### config.mk
export PLATFORM = sky130hd
export DESIGN_NAME = instruction_sequencer
export DESIGN_NICKNAME = d
export VERILOG_FILES = /design/src/rtl/instruction_sequencer.sv
export SDC_FILE = /design/constraint.sdc
export NUM_CORES = 1
export LEC_CHECK = 0
export ABC_AREA = 1
export CAP_MARGIN = 10
export CORE_MARGIN = 1
export CORE_UTILIZATION = 47
export DETAILED_ROUTE_END_ITERATION = 10
export PLACE_DENSITY = 0.81
export REMOVE_ABC_BUFFERS = 1
export SLEW_MARGIN = 20
export SYNTH_ARGS = -nofsm -noshare
export SYNTH_HDL_FRONTEND = slang
export SYNTH_SLANG_ARGS = --single-unit
### constraint.sdc
create_clock -name CLK -period 1.7 [get_ports CLK]
set_input_delay 0.255 -clock CLK [delete_from_list [all_inputs] [get_ports CLK]]
set_output_delay 0.255 -clock CLK [all_outputs]
set_load 0.01 [all_outputs]
### src/rtl/instruction_sequencer.sv
// rtl/instruction_sequencer.sv - fetch/decode/execute controller: PC, byte-wise fetch, 24-bit CBUS assembly
// Outputs decode registered state/PC only; memory and datapath inputs steer next-state logic.
module instruction_sequencer #(
  parameter int                 ADDR_W    = 16,
  parameter logic [ADDR_W-1:0]  RESET_VEC = {ADDR_W{1'b0}}
) (
  input  logic              CLK,
  input  logic              RST_N,
  output logic [ADDR_W-1:0] MEM_ADDR,
  output logic              MEM_RD,
  input  logic              MEM_RDY,
  input  logic [7:0]        MEM_DATA,
  output logic [23:0]       CBUS,
  output logic              CBUS_VLD,
  input  logic              EXEC_DONE,
  input  logic              BR_TAKEN,
  input  logic [ADDR_W-1:0] BR_TARGET,
  input  logic              HALT_REQ,
  input  logic              RESUME,
  output logic              HALTED
);

  typedef enum logic [2:0] {
    S_FETCH0,
    S_FETCH1,
    S_FETCH2,
    S_DECODE,
    S_EXEC,
    S_HALTED
  } state_t;

  state_t              state_q, state_d;
  logic [ADDR_W-1:0]   pc_q, pc_d;
  logic [23:0]         cbus_q, cbus_d;
  logic [ADDR_W-1:0]   pc_inc;

  // Transfer, arithmetic and branch classes carry two argument bytes.
  function automatic logic is_long(input logic [7:0] op);
    case (op[7:5])
      3'b001, 3'b010, 3'b011: is_long = 1'b1;
      default:                is_long = 1'b0;
    endcase
  endfunction

  assign pc_inc = pc_q + ADDR_W'(1);

  always_comb begin
    state_d = state_q;
    pc_d    = pc_q;
    cbus_d  = cbus_q;
    case (state_q)
      S_FETCH0: begin
        if (MEM_RDY) begin
          cbus_d  = {MEM_DATA, 16'h0000};
          pc_d    = pc_inc;
          state_d = is_long(MEM_DATA) ? S_FETCH1 : S_DECODE;
        end
      end
      S_FETCH1: begin
        if (MEM_RDY) begin
          cbus_d[15:8] = MEM_DATA;
          pc_d         = pc_inc;
          state_d      = S_FETCH2;
        end
      end
      S_FETCH2: begin
        if (MEM_RDY) begin
          cbus_d[7:0] = MEM_DATA;
          pc_d        = pc_inc;
          state_d     = S_DECODE;
        end
      end
      S_DECODE: state_d = S_EXEC;
      S_EXEC: begin
        if (EXEC_DONE) begin
          if (BR_TAKEN) pc_d = BR_TARGET;
          state_d = HALT_REQ ? S_HALTED : S_FETCH0;
        end
      end
      S_HALTED: begin
        if (RESUME) state_d = S_FETCH0;
      end
      default: state_d = S_FETCH0;
    endcase
  end

  always_ff @(posedge CLK or negedge RST_N) begin
    if (!RST_N) begin
      state_q <= S_FETCH0;
      pc_q    <= RESET_VEC;
      cbus_q  <= 24'h000000;
    end else begin
      state_q <= state_d;
      pc_q    <= pc_d;
      cbus_q  <= cbus_d;
    end
  end

  assign MEM_ADDR = pc_q;
  assign MEM_RD   = (state_q == S_FETCH0) || (state_q == S_FETCH1) || (state_q == S_FETCH2);
  assign CBUS     = cbus_q;
  assign CBUS_VLD = (state_q == S_DECODE);
  assign HALTED   = (state_q == S_HALTED);

endmodule

==> results_dict.tcl <==
set metrics [dict create \
    clk_latency_ns 0.30 \
    final_hold_viol_count 0 \
    yosysUniqueCellTypes 28 \
    powerDensity_mw_per_mm2 1830 \
    hpwlAfterDp_um 4400 \
    ys_ff_latch 43 \
    vias 2387 \
    slowest_stage "dfrtp_1" \
    path_delay_family "buffers and inverters" \
    grt_pass1_wl_um 10300 \
    finalSetupViolations 0 \
    viasPerCell 5.07 \
    drt_iter0_markers 155 \
    min_period_over_period 0.964 \
    ctsHtreeMaxLevel 2 \
    drive_gt1_frac 0.116 \
    yosys_warnings 0 \
    die_x_um 73.0 \
    wl_um 6260 \
    cp-end-kind "flip-flop" \
    placement.io_buffers 73 \
    yosysSeqAreaShare 0.455 \
    power_switching_mw 2.62 \
    path_buf_inv 6 \
    dieHeight_um 73.0 \
    tightest_slew_ns 0.556 \
    netlist_instances 319 \
    cp-start-kind "flip-flop" \
    critPathMaxStageDelay_ns 0.39 \
    grt_overflow 0 \
    path_max_fanout 10 \
    worstSetupPathType "flip-flop to flip-flop" \
    fin_setup_tns_ns 0 \
    synth_top_family_by_area "simple AND/OR/NAND/NOR gates" \
    drv_slew 0 \
    path_cells "buf_4 -> buf_4 -> inv_2 -> nand2_2 -> inv_2 -> nand2_1 -> nand2_4 -> inv_2 -> nor2_8 -> buf_12 -> nand2_1 -> o21ai_2" \
    n_antenna_cell 0 \
    nFillCells 385 \
    gp_congestion 0.829 \
    core_mm2 0.00479 \
    comb_power_share 0.567 \
    hold_path_class "input pin to async pin" \
    period_minus_slack_ns 1.64 \
    post-route-drc-count 0 \
    num_rows 25 \
    synthSimpleGateAreaFrac 0.316 \
    cts.sinks 43 \
    status "complete, no violations" \
    post-route-util 0.699 \
    p_seq_frac 0.317 \
    synth_xor_area_frac 0.00370 \
    clkPwrFrac 0.116 \
    crit_arrival_ns 1.87 \
    layout.nets 435 \
    dieArea_mm2 0.00532 \
    cap_violations 0 \
    drtPass1Iterations 4 \
    synth_fa_ha_area_frac 0.00529 \
    synth_compound_area_frac 0.141 \
    initial_core_util 0.494 \
    io_pins 74 \
    numCtsBuffers 5 \
    grt_pass1_vias 2243 \
    crit_start "state_q[0]$_DFFE_PN0P_" \
    avgSynthCellArea_um2 7.42 \
    root_buffer "clkbuf_8" \
    p_sw_frac 0.428 \
    grt_max_degree 44 \
    max_freq_ghz 0.610 \
    cp_common_cell "inv_2" \
    r2r_start "state_q[0]$_DFFE_PN0P_" \
    finalClockSkew_ns 0.00715 \
    area_delta_synth_final_pct 41.3 \
    cp.required_ns 1.93 \
    p_leak_nw 1.60 \
    cts_tree "built" \
    ir_worst_vdd_mv 1.04 \
    cts_buffer_depth 2 \
    p_int_mw 3.50 \
    ant_nets 0 \
    wire_per_inst_um 13.3 \
    ctsHoldBuffers 0 \
    antenna_found_initial 0 \
    clk_pin_slew_worst_paths_ns 0.09 \
    synth_area_mm2 0.00237 \
    grtUsageTotal 0.254 \
    synthMuxAreaShare 0 \
    relSlewSlack 0.629 \
]
==> cell type report <==
type / count / area, um2 / share of cell area
Multi-Input combinational cell: 235 / 1140 / 0.340
Sequential cell: 43 / 1080 / 0.322
Timing Repair Buffer: 85 / 825 / 0.247
Inverter: 33 / 124 / 0.0371
Tap cell: 67 / 83.8 / 0.0251
Clock buffer: 6 / 82.6 / 0.0247
Clock inverter: 2 / 16.3 / 0.00487
==> worst reg2reg max path: stages (launching register included) <==
cell,delay (ns)
dfrtp_1,0.39
buf_4,0.15
buf_4,0.13
inv_2,0.05
nand2_2,0.07
inv_2,0.10
nand2_1,0.10
nand2_4,0.11
inv_2,0.07
nor2_8,0.14
buf_12,0.15
nand2_1,0.07
o21ai_2,0.05
==> cell usage after synthesis, drive strengths merged <==
cell type,number,area share
nand3b,1,0.0032
inv,33,0.052
xnor2,1,0.0037
a22oi,1,0.0032
buf,8,0.025
nor2,35,0.065
o31ai,1,0.0032
o21bai,1,0.0032
nand2,105,0.17
ha,1,0.0053
o21a,1,0.0032
clkbuf,1,0.0016
nand4,6,0.016
or2,3,0.0090
o21ai,57,0.13
nand3,21,0.050
dfrtp,43,0.45
==> worst paths after layout <==
check	to	slack [ns]	depth (start not counted)
min in group CLK	CBUS[21]$_DFFE_PN0P_	0.50	2
max in group asynchronous	MEM_ADDR[13]$_DFFE_PN0P_	1.30	2
setup reg to reg	MEM_ADDR[0]$_DFFE_PN0P_	0.06	12
hold / removal	CBUS[18]$_DFFE_PN0P_	0.01	2
setup / recovery	MEM_ADDR[0]$_DFFE_PN0P_	0.06	12
hold reg to reg	CBUS[21]$_DFFE_PN0P_	0.50	2
==> cell families after synthesis <==
| logic type | Yosys count |
|---|---|
| buffers and inverters | 42 |
| AO/OA/AOI/OAI | 61 |
| XOR/XNOR | 1 |
| AND/OR/NAND/NOR | 171 |
| adder cells (fa/ha/maj) | 1 |
| flip-flops | 43 |
==> stage by stage <==
| stage | cells | power [mW] | hold WS (ns) | instance area [um2] | setup slack [ns] |
|---|---|---|---|---|---|
| 2_1_floorplan | 310 | 3.61 | -0.0406 | 2300 | 0.113 |
| 3_3_place_gp | 457 | 5.08 | 0.366 | 3170 | 0.198 |
| 3_5_place_dp | 457 | 5.16 | 0.369 | 3170 | 0.161 |
| 4_1_cts | 468 | 5.92 | 0.0454 | 3280 | 0.0158 |
| 5_1_grt | 471 | 6.62 | 0.0687 | 3340 | -0.00871 |
| 6_report | 471 | 6.11 | 0.0134 | 3340 | 0.0618 |
==> power by group through the flow <==
stage          logic (mW)  registers [mW]  clock network, mW
2_1_floorplan        1.51            2.10                  0
3_5_place_dp         3.20            1.96                  0
3_3_place_gp         3.13            1.96                  0
5_1_grt              3.85            2.00              0.767
6_report             3.46            1.94              0.711
4_1_cts              3.27            1.93              0.722
==> placed cells by master, fill, tap and decap left out, types with 9 or more instances in the layout <==
master,count
clkdlybuf4s50_1,69
nand3_1,20
buf_4,11
o21ai_0,43
inv_1,28
nand2_1,98
dfrtp_1,43
o21ai_1,9
nor2_1,32
==> registers in the layout (all words and copies together) (netlist names) <==
signal,count
CBUS,24
MEM_ADDR,16
state_q,3
==> per-layer routing <==
| layer | wire length [um] | track usage | vias up |
|---|---|---|---|
| li1 | - | - | 1191 |
| met1 | 2990 | 0.354 | 1112 |
| met2 | 2830 | 0.400 | 77 |
| met3 | 371 | 0.0552 | 7 |
| met4 | 67 | 0.0741 | 0 |
| met5 | 0 | 0 | - |
==> timing repair <==
item | 4_1_cts | 5_1_grt
pin swaps | 0 | 2
setup endpoints to repair | 3 | 15
hold endpoints to repair | 0 | 0
setup buffers | 3 | 2
gates cloned | 0 | 1
gates resized for setup | 2 | 8
(Power assumes the default switching activity.)
